--- src/rtl/xm23_run_control.sv ---
// xm23_run_control: divided CPU clock, run/pause/single-step/halt sequencing,
// boot-address forcing and a saturating CPU cycle counter for the XM23 board.
module xm23_run_control #(
    parameter int unsigned DIV_W        = 32,
    parameter int unsigned DIV0         = 25000000,
    parameter int unsigned DIV1         = 2500000,
    parameter int unsigned DIV2         = 250000,
    parameter int unsigned DIV3         = 3,
    parameter int unsigned CNT_W        = 64,
    parameter logic [15:0] HALT_INST    = 16'h3FFF,
    parameter int unsigned HALT_CONFIRM = 2
) (
    input  logic             clk_in,
    input  logic             init_n,
    input  logic [1:0]       speed,
    input  logic             run_en,
    input  logic             step_req,
    input  logic [15:0]      inst,
    output logic             cpu_clk,
    output logic             cpu_tick,
    output logic             force_boot,
    output logic [2:0]       state,
    output logic             halted,
    output logic             led,
    output logic [CNT_W-1:0] cycle_count
);

    localparam int unsigned MATCH_W = $clog2(HALT_CONFIRM + 1);

    typedef enum logic [2:0] {
        ST_IDLE  = 3'd0,
        ST_RUN   = 3'd1,
        ST_PAUSE = 3'd2,
        ST_STEP  = 3'd3,
        ST_HALT  = 3'd4
    } state_e;

    // Saturating increment: the counter sticks at all-ones instead of wrapping.
    function automatic logic [CNT_W-1:0] sat_inc(input logic [CNT_W-1:0] v);
        if (v == {CNT_W{1'b1}}) begin
            sat_inc = v;
        end else begin
            sat_inc = v + CNT_W'(1);
        end
    endfunction

    state_e              state_q, state_d;
    logic [DIV_W-1:0]    div_cnt_q, div_cnt_d;
    logic                cpu_clk_q, cpu_clk_d;
    logic                cpu_tick_q, cpu_tick_d;
    logic                force_boot_q, force_boot_d;
    logic                halted_q, halted_d;
    logic                led_q, led_d;
    logic [CNT_W-1:0]    cycle_count_q, cycle_count_d;
    logic [MATCH_W-1:0]  match_cnt_q, match_cnt_d;
    logic [2:0]          step_sync_q, step_sync_d;

    logic [DIV_W-1:0]    div_last_s;
    logic                terminal_s;
    logic                step_evt_s;
    logic                halt_pend_s;
    logic                active_s;

    // Terminal count of the currently selected divider; speed changes apply at once.
    always_comb begin
        case (speed)
            2'd0:    div_last_s = DIV_W'(DIV0 - 1);
            2'd1:    div_last_s = DIV_W'(DIV1 - 1);
            2'd2:    div_last_s = DIV_W'(DIV2 - 1);
            2'd3:    div_last_s = DIV_W'(DIV3 - 1);
            default: div_last_s = DIV_W'(DIV3 - 1);
        endcase
    end

    // Counter at or beyond the new limit is treated as terminal this cycle.
    assign terminal_s = (div_cnt_q >= div_last_s);
    assign active_s   = (state_q == ST_RUN) || (state_q == ST_STEP);

    // Step button: bits [1:0] synchronise, bit [2] is the previous value for edge detect.
    assign step_sync_d = {step_sync_q[1:0], step_req};
    assign step_evt_s  = step_sync_q[1] & ~step_sync_q[2];

    // Halt-match tracking and cycle counting, both sampled on the tick cycle.
    always_comb begin
        match_cnt_d   = match_cnt_q;
        cycle_count_d = cycle_count_q;
        if (active_s && cpu_tick_q) begin
            if (inst == HALT_INST) begin
                if (match_cnt_q >= MATCH_W'(HALT_CONFIRM)) begin
                    match_cnt_d = MATCH_W'(HALT_CONFIRM);
                end else begin
                    match_cnt_d = match_cnt_q + MATCH_W'(1);
                end
            end else begin
                match_cnt_d = {MATCH_W{1'b0}};
            end
        end else begin
            match_cnt_d = match_cnt_q;
        end
        if (cpu_tick_q && (inst != HALT_INST)) begin
            cycle_count_d = sat_inc(cycle_count_q);
        end else begin
            cycle_count_d = cycle_count_q;
        end
    end

    // Includes a match landing this very cycle so fast dividers still halt on time.
    assign halt_pend_s = (match_cnt_d == MATCH_W'(HALT_CONFIRM));

    // Run-control FSM and clock divider: next state, divider count and cpu_clk edge.
    always_comb begin
        state_d    = state_q;
        div_cnt_d  = div_cnt_q;
        cpu_clk_d  = cpu_clk_q;
        cpu_tick_d = 1'b0;
        case (state_q)
            ST_IDLE, ST_PAUSE: begin
                div_cnt_d = {DIV_W{1'b0}};
                cpu_clk_d = 1'b0;
                if (run_en) begin
                    state_d = ST_RUN;
                end else if (step_evt_s) begin
                    state_d = ST_STEP;
                end else begin
                    state_d = state_q;
                end
            end
            ST_RUN, ST_STEP: begin
                if (!cpu_clk_q && halt_pend_s) begin
                    // Clock already low: nothing to finish, halt now.
                    state_d   = ST_HALT;
                    div_cnt_d = {DIV_W{1'b0}};
                end else if ((state_q == ST_RUN) && !cpu_clk_q && !run_en) begin
                    // Low phase: stop immediately, no runt high pulse.
                    state_d   = ST_PAUSE;
                    div_cnt_d = {DIV_W{1'b0}};
                end else if (terminal_s) begin
                    div_cnt_d = {DIV_W{1'b0}};
                    cpu_clk_d = ~cpu_clk_q;
                    if (!cpu_clk_q) begin
                        cpu_tick_d = 1'b1;
                        state_d    = state_q;
                    end else if (halt_pend_s) begin
                        state_d = ST_HALT;
                    end else if (state_q == ST_STEP) begin
                        state_d = run_en ? ST_RUN : ST_PAUSE;
                    end else if (!run_en) begin
                        state_d = ST_PAUSE;
                    end else begin
                        state_d = state_q;
                    end
                end else begin
                    div_cnt_d = div_cnt_q + DIV_W'(1);
                end
            end
            ST_HALT: begin
                div_cnt_d = {DIV_W{1'b0}};
                cpu_clk_d = 1'b0;
                state_d   = ST_HALT;
            end
            default: begin
                div_cnt_d = {DIV_W{1'b0}};
                cpu_clk_d = 1'b0;
                state_d   = ST_IDLE;
            end
        endcase
    end

    // Status outputs derived from the next state so they register alongside it.
    always_comb begin
        force_boot_d = force_boot_q & (cpu_clk_d == cpu_clk_q);
        halted_d     = (state_d == ST_HALT);
        case (state_d)
            ST_RUN, ST_STEP: led_d = cpu_clk_d;
            ST_HALT:         led_d = 1'b1;
            default:         led_d = 1'b0;
        endcase
    end

    // State register for everything; init_n clears it asynchronously.
    always_ff @(posedge clk_in or negedge init_n) begin
        if (!init_n) begin
            state_q       <= ST_IDLE;
            div_cnt_q     <= {DIV_W{1'b0}};
            cpu_clk_q     <= 1'b0;
            cpu_tick_q    <= 1'b0;
            force_boot_q  <= 1'b1;
            halted_q      <= 1'b0;
            led_q         <= 1'b0;
            cycle_count_q <= {CNT_W{1'b0}};
            match_cnt_q   <= {MATCH_W{1'b0}};
            step_sync_q   <= 3'b000;
        end else begin
            state_q       <= state_d;
            div_cnt_q     <= div_cnt_d;
            cpu_clk_q     <= cpu_clk_d;
            cpu_tick_q    <= cpu_tick_d;
            force_boot_q  <= force_boot_d;
            halted_q      <= halted_d;
            led_q         <= led_d;
            cycle_count_q <= cycle_count_d;
            match_cnt_q   <= match_cnt_d;
            step_sync_q   <= step_sync_d;
        end
    end

    assign cpu_clk     = cpu_clk_q;
    assign cpu_tick    = cpu_tick_q;
    assign force_boot  = force_boot_q;
    assign state       = state_q;
    assign halted      = halted_q;
    assign led         = led_q;
    assign cycle_count = cycle_count_q;

endmodule

--- config.mk ---
export PLATFORM = sky130hd
export DESIGN_NAME = xm23_run_control
export DESIGN_NICKNAME = d
export VERILOG_FILES = /design/src/rtl/xm23_run_control.sv
export SDC_FILE = /design/constraint.sdc
export NUM_CORES = 1
export LEC_CHECK = 0
export BUFFER_PORTS_ARGS = -buffer_cell sky130_fd_sc_hd__buf_4
export CAP_MARGIN = 20
export CORE_ASPECT_RATIO = 1.1
export CORE_UTILIZATION = 60
export CTS_BUF_LIST = sky130_fd_sc_hd__clkbuf_4 sky130_fd_sc_hd__clkbuf_8
export DETAILED_ROUTE_END_ITERATION = 8
export HOLD_SLACK_MARGIN = 0.08
export PLACE_DENSITY = 0.83
export SYNTH_ARGS = -nofsm -noshare
export SYNTH_HDL_FRONTEND = slang
export SYNTH_SLANG_ARGS = --single-unit
export TNS_END_PERCENT = 30
--- constraint.sdc ---
create_clock -name clk_in -period 6.5 [get_ports clk_in]
set_input_delay 0.65 -clock clk_in [delete_from_list [all_inputs] [get_ports clk_in]]
set_output_delay 0.65 -clock clk_in [all_outputs]
set_load 0.03 [all_outputs]
==> impl_metrics.env, run 1 <==
export IMPL_run_status="finished clean"
export IMPL_tightest_slew_ns=0.737
export IMPL_synth_flop_cell="dfrtp_1"
export IMPL_vias=4336
export IMPL_ctsResizeCount=0
export IMPL_slew_viol_final=0
export IMPL_hold_violations=0
export IMPL_synth_top_family_by_area="simple AND/OR/NAND/NOR gates"
export IMPL_timing_rr_end="cycle_count[57]"
export IMPL_worstSetupEndpointType="register"
export IMPL_whs_ns=0.275
export IMPL_nets=691
export IMPL_powerDensity_nw_per_um2=220
export IMPL_skew_ns=0.0156
export IMPL_ioPinCount=94
export IMPL_leakagePower_nw=3.14
export IMPL_finalInstanceArea_sq_um=6660
export IMPL_place_area_sq_um=6440
export IMPL_layout_cells_non_filler=766
export IMPL_postCtsHoldBufs=0
export IMPL_synth_area_top_cells="dfrtp_1 48%, xnor2_1 7.6%, xor2_1 5.9%, ha_1 4.9%, nor2_1 4.6%"
export IMPL_start_util_pct=62.8
export IMPL_cts_tree="built"
export IMPL_fin_crit_ns=3.27
export IMPL_cts_buffers_inserted=9
export IMPL_drtPass1Iterations=4
export IMPL_antenna_found_initial=0
export IMPL_core_sq_um=8960
export IMPL_gp_congestion=0.864
export IMPL_reg2reg_slack_ns=3.40
export IMPL_avgSynthCellArea_sq_um=10.3
export IMPL_synth_edf_count=0
export IMPL_place_ws_ns=2.84
export IMPL_syn_inst=544
export IMPL_power_mw=1.46
export IMPL_cp_slowest_stage_delay_ns=0.40
export IMPL_synth_seq_cells=109
export IMPL_synth_cell_types=62
export IMPL_maxCapViolCount=0
export IMPL_path_class="in2reg"
export IMPL_cts_buffer_depth=2
export IMPL_critPathMaxFanout=7
export IMPL_synthSimpleGateAreaFrac_pct=24.0
export IMPL_grt_pass1_wl_mm=20.1
export IMPL_fillers=637
export IMPL_rr_startpoint="cycle_count[42]"
export IMPL_synthAdderAreaFrac_pct=5.07
export IMPL_worst_slack_ns=3.23
export IMPL_diodes=0
export IMPL_synth_seq_area_share_pct=48.5
export IMPL_synth_top_area_share_pct=48.0
export IMPL_drt_iter0_drc=147
export IMPL_grt_max_degree=61
export IMPL_ant_nets=0
export IMPL_cts_setup_buffers=0
export IMPL_arrival_ns=3.59
export IMPL_h_tree_depth=3
export IMPL_placed_cells=749
export IMPL_synth_compound_area_share_pct=5.96
export IMPL_overflow=0
export IMPL_wire_per_inst_um=15.3
export IMPL_grt_usage_pct=26.1
export IMPL_crit_slowest_cell="nor4_1"
export IMPL_register_area_sq_um=2730
export IMPL_clk_latency_ns=0.37
export IMPL_required_ns=6.81
export IMPL_routed_wl_mm=11.7
export IMPL_r2r_cells=7
export IMPL_via_per_inst=5.66
export IMPL_synth_mux_area_share_pct=0.200
export IMPL_yosysTopAreaCell="dfrtp_1"
export IMPL_path_cells="buf_4, inv_1, ha_1, inv_1, ha_1, and4b_1, o21ai_0, nor4_1, o2111ai_1, nand3_1, ha_1, nor2_1, nand2_1, and3_1"
export IMPL_grt_pass1_vias=4338
export IMPL_die_area_sq_um=9770
export IMPL_synthArstFlopShare_pct=100
export IMPL_period_share_pct=50.3
export IMPL_max_clock_freq_ghz=0.306
export IMPL_hold_path_class="in2async"
export IMPL_grt_setup_unrepaired="no"
export IMPL_drc_errors=0
export IMPL_syn_to_final_growth_pct=18.3
export IMPL_dieWidth_um=94.3
export IMPL_die_h_um=104
export IMPL_crit_top_cell="ha_1"
export IMPL_crit_path_start_kind="input pin"
export IMPL_final_layout_size_suffix_gt1_share_pct=20.6
export IMPL_dpl_hpwl_mm=8.62
export IMPL_multi_input_area_sq_um=2780
export IMPL_fin_util_pct=74.3
export IMPL_ir_drop_v=0.000177
export IMPL_clk_pin_slew_ns=0.10
export IMPL_synth_area_sq_um=5630
export IMPL_cts_root_buffer="clkbuf_8"
export IMPL_yosysWarnings=0
export IMPL_finalSetupViolCount=0
export IMPL_clock_sinks=109
export IMPL_setup_tns_ns=0
export IMPL_rows=36
export IMPL_slew_headroom_pct=50.9
export IMPL_synth_xor_area_share_pct=13.8
export IMPL_port_buffers=93
## cell usage after synthesis, types with 7 or more instances
library cell  count
nor3_1           16
nand3_1          30
dfrtp_1         108
and2_1            9
nand4_1          22
xor2_1           38
ha_1             22
and3_1           15
xnor2_1          49
nand2_1          38
nor2_1           69
inv_1            22
o21ai_0          10
a21oi_1           7
## final cells by class
| cell class | instances | area share [%] |
|---|---|---|
| clock buffer | 11 | 2.27 |
| clock inverter | 5 | 0.883 |
| inverter | 22 | 1.24 |
| multi-input combinational | 410 | 41.8 |
| sequential | 109 | 41.0 |
| tap | 114 | 2.14 |
| timing repair buffer | 95 | 10.7 |
## registers in the layout, indices dropped and copies added (netlist names)
| register | cells |
|---|---|
| state | 3 |
| cpu_clk | 1 |
| div_cnt_q | 32 |
| step_sync_q | 3 |
| led | 1 |
| cpu_tick | 1 |
| halted | 1 |
| cycle_count | 64 |
| force_boot | 1 |
| match_cnt_q | 2 |
## routing by layer
metal	track usage (%)	part of all wire, %
met4	8.79	1.4
met5	0	0
met1	35.0	44
met3	5.73	4.6
met2	41.7	50
## how the worst max path moves through the flow
stage | startpoint | slack, ns | to | depth (start not counted)
after CTS | speed[0] | 3.26 | div_cnt_q[25] | 11
after detailed placement | speed[0] | 2.84 | force_boot | 14
final | speed[0] | 3.23 | force_boot | 14
after global routing | speed[0] | 3.04 | force_boot | 14
after global placement | speed[0] | 3.00 | force_boot | 14
after floorplan | speed[0] | 3.31 | div_cnt_q[25] | 12
## report_power, final
part | internal, mW | switching, mW | total [mW]
combinational | 0.110 | 0.170 | 0.279
sequential | 0.714 | 0.0477 | 0.762
clock | 0.199 | 0.223 | 0.422
total | 1.02 | 0.440 | 1.46
## worst max-delay path: cells and delay by family
kind / cells / cell delay (ns)
AO/OA/AOI/OAI: 2 / 0.41
adder cells (fa/ha/maj): 3 / 0.87
buffers and inverters: 3 / 0.38
AND/OR/NAND/NOR: 6 / 1.27
## cell families after synthesis
family,after synthesis
simple gates,248
flops,109
xor+xnor,88
compound gates,44
buf+inv,30
fa+ha+maj,23
other cells,1
mux,1
## cells in the final DEF, fill, tap and decap left out, drive strengths merged, types with 7 or more instances in the layout
cell type	netlist	final
a21oi	7	7
and2	10	10
and3	16	16
buf	6	94
clkbuf	2	12
dfrtp	108	108
ha	22	22
inv	22	22
nand2	39	39
nand3	30	30
nand4	24	24
nor2	69	69
nor3	16	16
o21ai	10	10
or3	8	8
xnor2	50	50
xor2	38	38
No activity file was read; power rests on OpenSTA's default activity.
==> run 2, diff against run 1 <==
--- a/config.mk
+++ b/config.mk
@@ -5,14 +5,15 @@
 export SDC_FILE = /design/constraint.sdc
 export NUM_CORES = 1
 export LEC_CHECK = 0
+export ABC_AREA = 1
 export BUFFER_PORTS_ARGS = -buffer_cell sky130_fd_sc_hd__buf_4
 export CAP_MARGIN = 20
 export CORE_ASPECT_RATIO = 1.1
-export CORE_UTILIZATION = 60
+export CORE_UTILIZATION = 55
 export CTS_BUF_LIST = sky130_fd_sc_hd__clkbuf_4 sky130_fd_sc_hd__clkbuf_8
 export DETAILED_ROUTE_END_ITERATION = 8
 export HOLD_SLACK_MARGIN = 0.08
-export PLACE_DENSITY = 0.83
+export PLACE_DENSITY = 0.79
 export SYNTH_ARGS = -nofsm -noshare
 export SYNTH_HDL_FRONTEND = slang
 export SYNTH_SLANG_ARGS = --single-unit
==> constraint.sdc (replaced) <==
create_clock -name clk_in -period 2.9 [get_ports clk_in]
set_input_delay 0.29 -clock clk_in [delete_from_list [all_inputs] [get_ports clk_in]]
set_output_delay 0.29 -clock clk_in [all_outputs]
set_load 0.03 [all_outputs]
==> run 2 against run 1 <==
  * Global-route usage rose by 1.8 points
  * Via count rose by 47%
  * First-iteration DRC count rose to 2.8 times the previous value
  * Final area rose by 23%
  * Setup slack got worse by 2.8 ns
  * Largest cell class unchanged
  * Synthesized area rose by 26%
  * Non-clock buffer count rose by 6
  * Register-to-register slack got worse by 2.9 ns
  * Synthesized cell count rose by 70%
  * Worst hold slack got worse by 0.057 ns
  * Highest routed layer unchanged
==> impl_metrics.env, run 2 <==
export IMPL_run_status="finished clean"
export IMPL_die_h_um=121
export IMPL_grt_pass1_wl_mm=28.5
export IMPL_ir_drop_v=0.000516
export IMPL_slew_headroom_pct=57.1
export IMPL_placed_cells=1178
export IMPL_tightest_slew_ns=0.638
export IMPL_required_ns=3.18
export IMPL_synth_mux_area_share_pct=0
export IMPL_drtPass1Iterations=6
export IMPL_synthArstFlopShare_pct=100
export IMPL_overflow=0
export IMPL_leakagePower_nw=3.81
export IMPL_syn_inst=926
export IMPL_synth_area_sq_um=7080
export IMPL_synth_edf_count=0
export IMPL_maxCapViolCount=0
export IMPL_synthAdderAreaFrac_pct=3.89
export IMPL_gp_congestion=0.953
export IMPL_ant_nets=0
export IMPL_crit_family="buffers and inverters"
export IMPL_power_mw=2.61
export IMPL_port_buffers=93
export IMPL_path_class="reg2reg"
export IMPL_vias=6368
export IMPL_skew_ns=0.0118
export IMPL_worstSetupEndpointType="register"
export IMPL_timing_rr_end="cycle_count[49]"
export IMPL_cts_tree="built"
export IMPL_place_area_sq_um=7990
export IMPL_max_clock_freq_ghz=0.409
export IMPL_reg2reg_slack_ns=0.45
export IMPL_drt_iter0_drc=409
export IMPL_final_cell_mix="247 x nand2_1, 130 x nor2_1, 108 x dfrtp_1"
export IMPL_hold_violations=0
export IMPL_fin_crit_ns=2.45
export IMPL_ioPinCount=94
export IMPL_fillers=1120
export IMPL_layout_cells_non_filler=1196
export IMPL_whs_ns=0.218
export IMPL_routed_wl_mm=17.7
export IMPL_synth_top_family_by_area="simple AND/OR/NAND/NOR gates"
export IMPL_dieWidth_um=110
export IMPL_core_sq_um=12600
export IMPL_wire_per_inst_um=14.8
export IMPL_largest_reg_flops=64
export IMPL_crit_slowest_cell="dfrtp_1"
export IMPL_hp_start="run_en"
export IMPL_yosysMostFrequentCell="nand2_1"
export IMPL_synth_commonest_cells="247 x nand2_1, 130 x nor2_1, 108 x dfrtp_1"
export IMPL_critPathMaxFanout=19
export IMPL_clk_latency_ns=0.39
export IMPL_rows=43
export IMPL_arrival_ns=2.73
export IMPL_cts_buffer_depth=2
export IMPL_cts_buffers_inserted=9
export IMPL_synth_seq_cells=109
export IMPL_period_share_pct=84.3
export IMPL_grt_max_degree=62
export IMPL_cts_root_buffer="clkbuf_8"
export IMPL_synth_flop_cell="dfrtp_1"
export IMPL_clk_pin_slew_ns=0.11
export IMPL_cp_slowest_stage_delay_ns=0.45
export IMPL_h_tree_depth=3
export IMPL_rr_startpoint="cycle_count[0]"
export IMPL_drc_errors=0
export IMPL_synth_xor_area_share_pct=7.92
export IMPL_min_to="state[0]"
export IMPL_hold_depth=3
export IMPL_via_per_inst=5.32
export IMPL_dpl_hpwl_mm=14.0
export IMPL_ctsResizeCount=0
export IMPL_path_cells="ha_1, inv_1, nor2_2, nand4_2, nor2_1, nand3_1, nand2_4, inv_2, buf_4, nand4_1, xnor2_1"
export IMPL_nets=1078
export IMPL_finalInstanceArea_sq_um=8210
export IMPL_start_util_pct=56.2
export IMPL_slew_viol_final=0
export IMPL_finalSetupViolCount=0
export IMPL_yosysWarnings=0
export IMPL_grt_usage_pct=27.9
export IMPL_yosysTopAreaCell="dfrtp_1"
export IMPL_r2r_cells=11
export IMPL_grt_setup_unrepaired="no"
export IMPL_synth_top_area_share_pct=38.2
export IMPL_syn_to_final_growth_pct=16.0
export IMPL_clock_sinks=109
export IMPL_crit_path_start_kind="register"
export IMPL_synthSimpleGateAreaFrac_pct=38.9
export IMPL_diodes=0
export IMPL_final_layout_size_suffix_gt1_share_pct=19.0
export IMPL_synth_cell_types=44
export IMPL_setup_tns_ns=0
export IMPL_hold_path_class="in2reg"
export IMPL_synth_compound_area_share_pct=4.26
export IMPL_final_common_cell="nand2_1"
export IMPL_antenna_found_initial=0
export IMPL_powerDensity_nw_per_um2=317
export IMPL_avgSynthCellArea_sq_um=7.65
export IMPL_synth_seq_area_share_pct=38.5
export IMPL_grt_pass1_vias=6050
export IMPL_timing_critical_path_buf_inv=3
export IMPL_synth_area_top_cells="dfrtp_1 38%, nand2_1 13%, nor2_1 6.9%, inv_1 4.9%, xor2_1 4.7%"
export IMPL_die_area_sq_um=13300
-- run 2: cell types whose count changed after synthesis, sizes merged, moves of 9 or more --
cell	before	now
nor3b	1	10
nor4	6	18
inv	22	105
nand2	39	259
and3	16	2
xnor2	50	26
nand4	24	35
nor2	69	147
and2	10	1
o21ai	10	32
nand3	30	51
nor3	16	35
-- run 2: cell families (layout without fill, tap and decap cells) --
kind of cell | after synthesis | after routing
XOR/XNOR | 64 | 64
other | 1 | 6
AO/OA/AOI/OAI | 52 | 52
AND/OR/NAND/NOR | 564 | 564
buffers and inverters | 114 | 222
flip-flops | 109 | 109
adder cells (fa/ha/maj) | 22 | 22
-- run 2: through the flow --
step | utilization (%) | setup WS, ns
floorplan | - | 0.618
global placement | 63.4 | 0.254
detailed placement | 63.4 | 0.186
CTS | 65.2 | 0.467
global route | 65.2 | 0.273
finish | 65.2 | 0.454
-- run 2: repair_timing --
item | in CTS | in global routing
hold buffers | 2 | 0
hold endpoints to repair | 49 | 0
buffers inserted | 0 | 0
-- run 2: how the worst max path moves through the flow --
| stage | from | to | slack (ns) | cells past startpoint |
|---|---|---|---|---|
| 3_3_place_gp | speed[0] | force_boot | 0.25 | 19 |
| 3_5_place_dp | speed[0] | force_boot | 0.19 | 19 |
| 5_1_grt | cycle_count[0] | cycle_count[49] | 0.27 | 11 |
| 6_report | cycle_count[0] | cycle_count[49] | 0.45 | 11 |
| 4_1_cts | cycle_count[0] | cycle_count[49] | 0.47 | 11 |
| 2_1_floorplan | speed[0] | force_boot | 0.62 | 18 |
-- run 2: final cells by class --
class	count	area (sq um)	share of cell area, %
multi-input cells	708	3910	47.6
flip-flops and latches	109	2730	33.2
repair buffers	101	776	9.45
inverters	105	394	4.80
well taps	157	196	2.39
clock buffers	9	124	1.51
clock inverters	7	80.1	0.975
-- run 2: layer usage --
layer	vias to the layer above	wire length (um)	share of wire, %	GRT usage, %
met2	152	8550	48	46.6
met4	0	752	4.2	14.7
met1	2972	7750	44	34.9
li1	3201	-	-	-
met3	43	670	3.8	3.60
met5	-	0	0	0
-- run 2: report_power, final --
part	internal, mW	switching [mW]
Clock	0.412	0.556
Combinational	0.0412	0.0695
Sequential	1.53	0.00178
Total	1.98	0.627
-- run 2: worst register-to-register path, stage by stage, from the launching register on --
cell	delay, ns
dfrtp_1	0.45
ha_1	0.25
inv_1	0.14
nor2_2	0.09
nand4_2	0.12
nor2_1	0.07
nand3_1	0.11
nand2_4	0.15
inv_2	0.28
buf_4	0.34
nand4_1	0.19
xnor2_1	0.16
==> run 3, diff against run 2 <==
--- a/config.mk
+++ b/config.mk
@@ -5,15 +5,15 @@
 export SDC_FILE = /design/constraint.sdc
 export NUM_CORES = 1
 export LEC_CHECK = 0
-export ABC_AREA = 1
+export ABC_AREA = 0
 export BUFFER_PORTS_ARGS = -buffer_cell sky130_fd_sc_hd__buf_4
 export CAP_MARGIN = 20
 export CORE_ASPECT_RATIO = 1.1
-export CORE_UTILIZATION = 55
+export CORE_UTILIZATION = 59
 export CTS_BUF_LIST = sky130_fd_sc_hd__clkbuf_4 sky130_fd_sc_hd__clkbuf_8
 export DETAILED_ROUTE_END_ITERATION = 8
 export HOLD_SLACK_MARGIN = 0.08
-export PLACE_DENSITY = 0.79
+export PLACE_DENSITY = 0.82
 export SYNTH_ARGS = -nofsm -noshare
 export SYNTH_HDL_FRONTEND = slang
 export SYNTH_SLANG_ARGS = --single-unit
==> constraint.sdc (replaced) <==
create_clock -name clk_in -period 2.4 [get_ports clk_in]
set_input_delay 0.24 -clock clk_in [delete_from_list [all_inputs] [get_ports clk_in]]
set_output_delay 0.24 -clock clk_in [all_outputs]
set_load 0.03 [all_outputs]
==> run 3 against run 2 <==
  * The flow now finishes with violations (negative setup slack)
  * Sequential power rose by 33%
  * Clock-buffer cell count rose by 1
  * Clock power grew 20%
  * Critical path type unchanged
==> impl_metrics.env, run 3 (same netlist as run 1, synthesis figures left out) <==
export IMPL_run_status="finished with violations"
export IMPL_violations="negative setup slack"
export IMPL_drt_iter0_drc=297
export IMPL_cp_slowest_stage_delay_ns=0.55
export IMPL_overflow=0
export IMPL_hold_violations=0
export IMPL_gr_usage_met1_pct=36.9
export IMPL_dpl_hpwl_mm=10.3
export IMPL_hold_path_class="in2reg"
export IMPL_worst_slack_ns=-0.326
export IMPL_nets=813
export IMPL_crit_slowest_cell="or4_4"
export IMPL_leakagePower_nw=3.78
export IMPL_grt_use_met2_pct=53.6
export IMPL_cts_root_buffer="clkbuf_8"
export IMPL_ir_drop_v=0.000609
export IMPL_whs_ns=0.194
export IMPL_slew_viol_final=0
export IMPL_via_per_inst=5.80
export IMPL_wire_per_inst_um=18.4
export IMPL_final_cell_mix="200 x buf_4, 87 x dfrtp_1, 49 x xnor2_1"
export IMPL_busiest_layer="met2"
export IMPL_syn_to_final_growth_pct=42.5
export IMPL_grt_setup_unrepaired="yes"
export IMPL_h_tree_depth=3
export IMPL_crit_path_start_kind="register"
export IMPL_arrival_ns=3.03
export IMPL_setup_tns_ns=-7.76
export IMPL_cts_tree="built"
export IMPL_grt_max_degree=52
export IMPL_clk_latency_ns=0.38
export IMPL_powerDensity_nw_per_um2=523
export IMPL_place_ws_ns=-0.374
export IMPL_final_common_cell="buf_4"
export IMPL_worstSetupEndpointType="register"
export IMPL_cts_buffers_inserted=9
export IMPL_max_clock_freq_ghz=0.367
export IMPL_die_area_sq_um=9930
export IMPL_grt_pass1_vias=5080
export IMPL_required_ns=2.70
export IMPL_final_layout_size_suffix_gt1_share_pct=43.2
export IMPL_cts_buffer_depth=2
export IMPL_crit_family="simple AND/OR/NAND/NOR gates"
export IMPL_skew_ns=0.0144
export IMPL_period_share_pct=114
export IMPL_critPathMaxFanout=4
export IMPL_maxCapViolCount=0
export IMPL_core_sq_um=9310
export IMPL_diodes=0
export IMPL_rows=37
export IMPL_tightest_slew_ns=0.666
export IMPL_port_buffers=93
export IMPL_path_class="reg2reg"
export IMPL_finalSetupViolCount=53
export IMPL_antenna_found_initial=0
export IMPL_ioPinCount=94
export IMPL_path_cells="nand4_4, or4_4, buf_6, nor4b_4, o311ai_4, or4_4, buf_6, nor2_4, xor2_1"
export IMPL_fin_crit_ns=2.73
export IMPL_use_met3_pct=7.16
export IMPL_clock_sinks=109
export IMPL_start_util_pct=60.5
export IMPL_register_area_sq_um=2760
export IMPL_drc_errors=0
export IMPL_dieWidth_um=95.1
export IMPL_slew_headroom_pct=55.6
export IMPL_multi_input_area_sq_um=3160
export IMPL_timing_critical_path_buf_inv=2
export IMPL_grt_pass1_wl_mm=23.9
export IMPL_clk_pin_slew_ns=0.11
export IMPL_fillers=455
export IMPL_largest_reg_flops=64
export IMPL_die_h_um=104
export IMPL_routed_wl_mm=16.4
export IMPL_grt_usage_pct=31.4
export IMPL_vias=5169
export IMPL_ant_nets=0
export IMPL_gp_congestion=0.847
export IMPL_drtPass1Iterations=4
==> run 3: changes by cell type in the layout (fill, tap and decap cells not counted), moves of 12 or more <==
cell	delta
o21ai_0	-16
and3_1	+13
nand2_1	-212
nor4_1	-13
xnor2_1	+23
dfrtp_1	-21
dfrtp_2	+21
buf_4	+102
nor3_1	-13
inv_1	-73
inv_2	-12
nand3_1	-21
buf_6	+13
nor2_1	-87
==> run 3: path summary, 6_finish.rpt <==
check	start	endpoint	slack, ns	depth (start not counted)
max	cycle_count[11]	cycle_count[55]	-0.33	9
min	run_en	state[1]	0.19	3
max reg2reg	cycle_count[11]	cycle_count[55]	-0.33	9
min reg2reg	step_sync_q[0]	step_sync_q[1]	0.37	0
max in group asynchronous	init_n	cycle_count[22]	1.23	3
min in group asynchronous	init_n	div_cnt_q[22]	0.41	2
==> run 3: through the flow <==
| step | utilization (%) | instance area [sq um] | instances | total power, mW |
|---|---|---|---|---|
| 3_5_place_dp | 79.2 | 7370 | 857 | 2.96 |
| 5_1_grt | 86.2 | 8020 | 891 | 4.38 |
| 2_1_floorplan | - | 5800 | 549 | 2.58 |
| 4_1_cts | 83.9 | 7800 | 884 | 4.16 |
| 6_report | 86.2 | 8020 | 891 | 4.19 |
| 3_3_place_gp | 79.2 | 7370 | 857 | 2.93 |
==> run 3: cell type report <==
type / count / share of cell area (%)
inverters: 22 / 1.09
flip-flops and latches: 109 / 34.4
multi-input cells: 412 / 39.4
clock buffers: 10 / 1.64
clock inverters: 6 / 0.874
repair buffers: 215 / 20.8
well taps: 117 / 1.83
==> run 3: layer usage <==
metal	up-vias	part of all wire, %
li1	2346	-
met1	2537	37
met2	204	52
met3	82	5.5
met4	0	5.0
met5	-	0
==> run 3: tightest hold or removal path, delay by kind of cell <==
| kind | cells | cell delay [ns] |
|---|---|---|
| simple gates | 1 | 0.11 |
| buf+inv | 1 | 0.11 |
| compound gates | 1 | 0.08 |
==> run 3: timing repair <==
item                                    in CTS  in global routing
hold endpoints to repair                    48                  0
gates cloned                                 0                  2
hold buffers                                 2                  0
pin swaps                                   30                 14
endpoints found under the setup margin      86                 91
setup buffers                                9                  5
gates resized for setup                     36                 40
==> run 3: power by group <==
| group | switching, mW | total (mW) | internal, mW |
|---|---|---|---|
| Sequential | 0.104 | 2.04 | 1.94 |
| Clock | 0.655 | 1.16 | 0.505 |
| Combinational | 0.575 | 0.992 | 0.416 |
| Total | 1.33 | 4.19 | 2.86 |
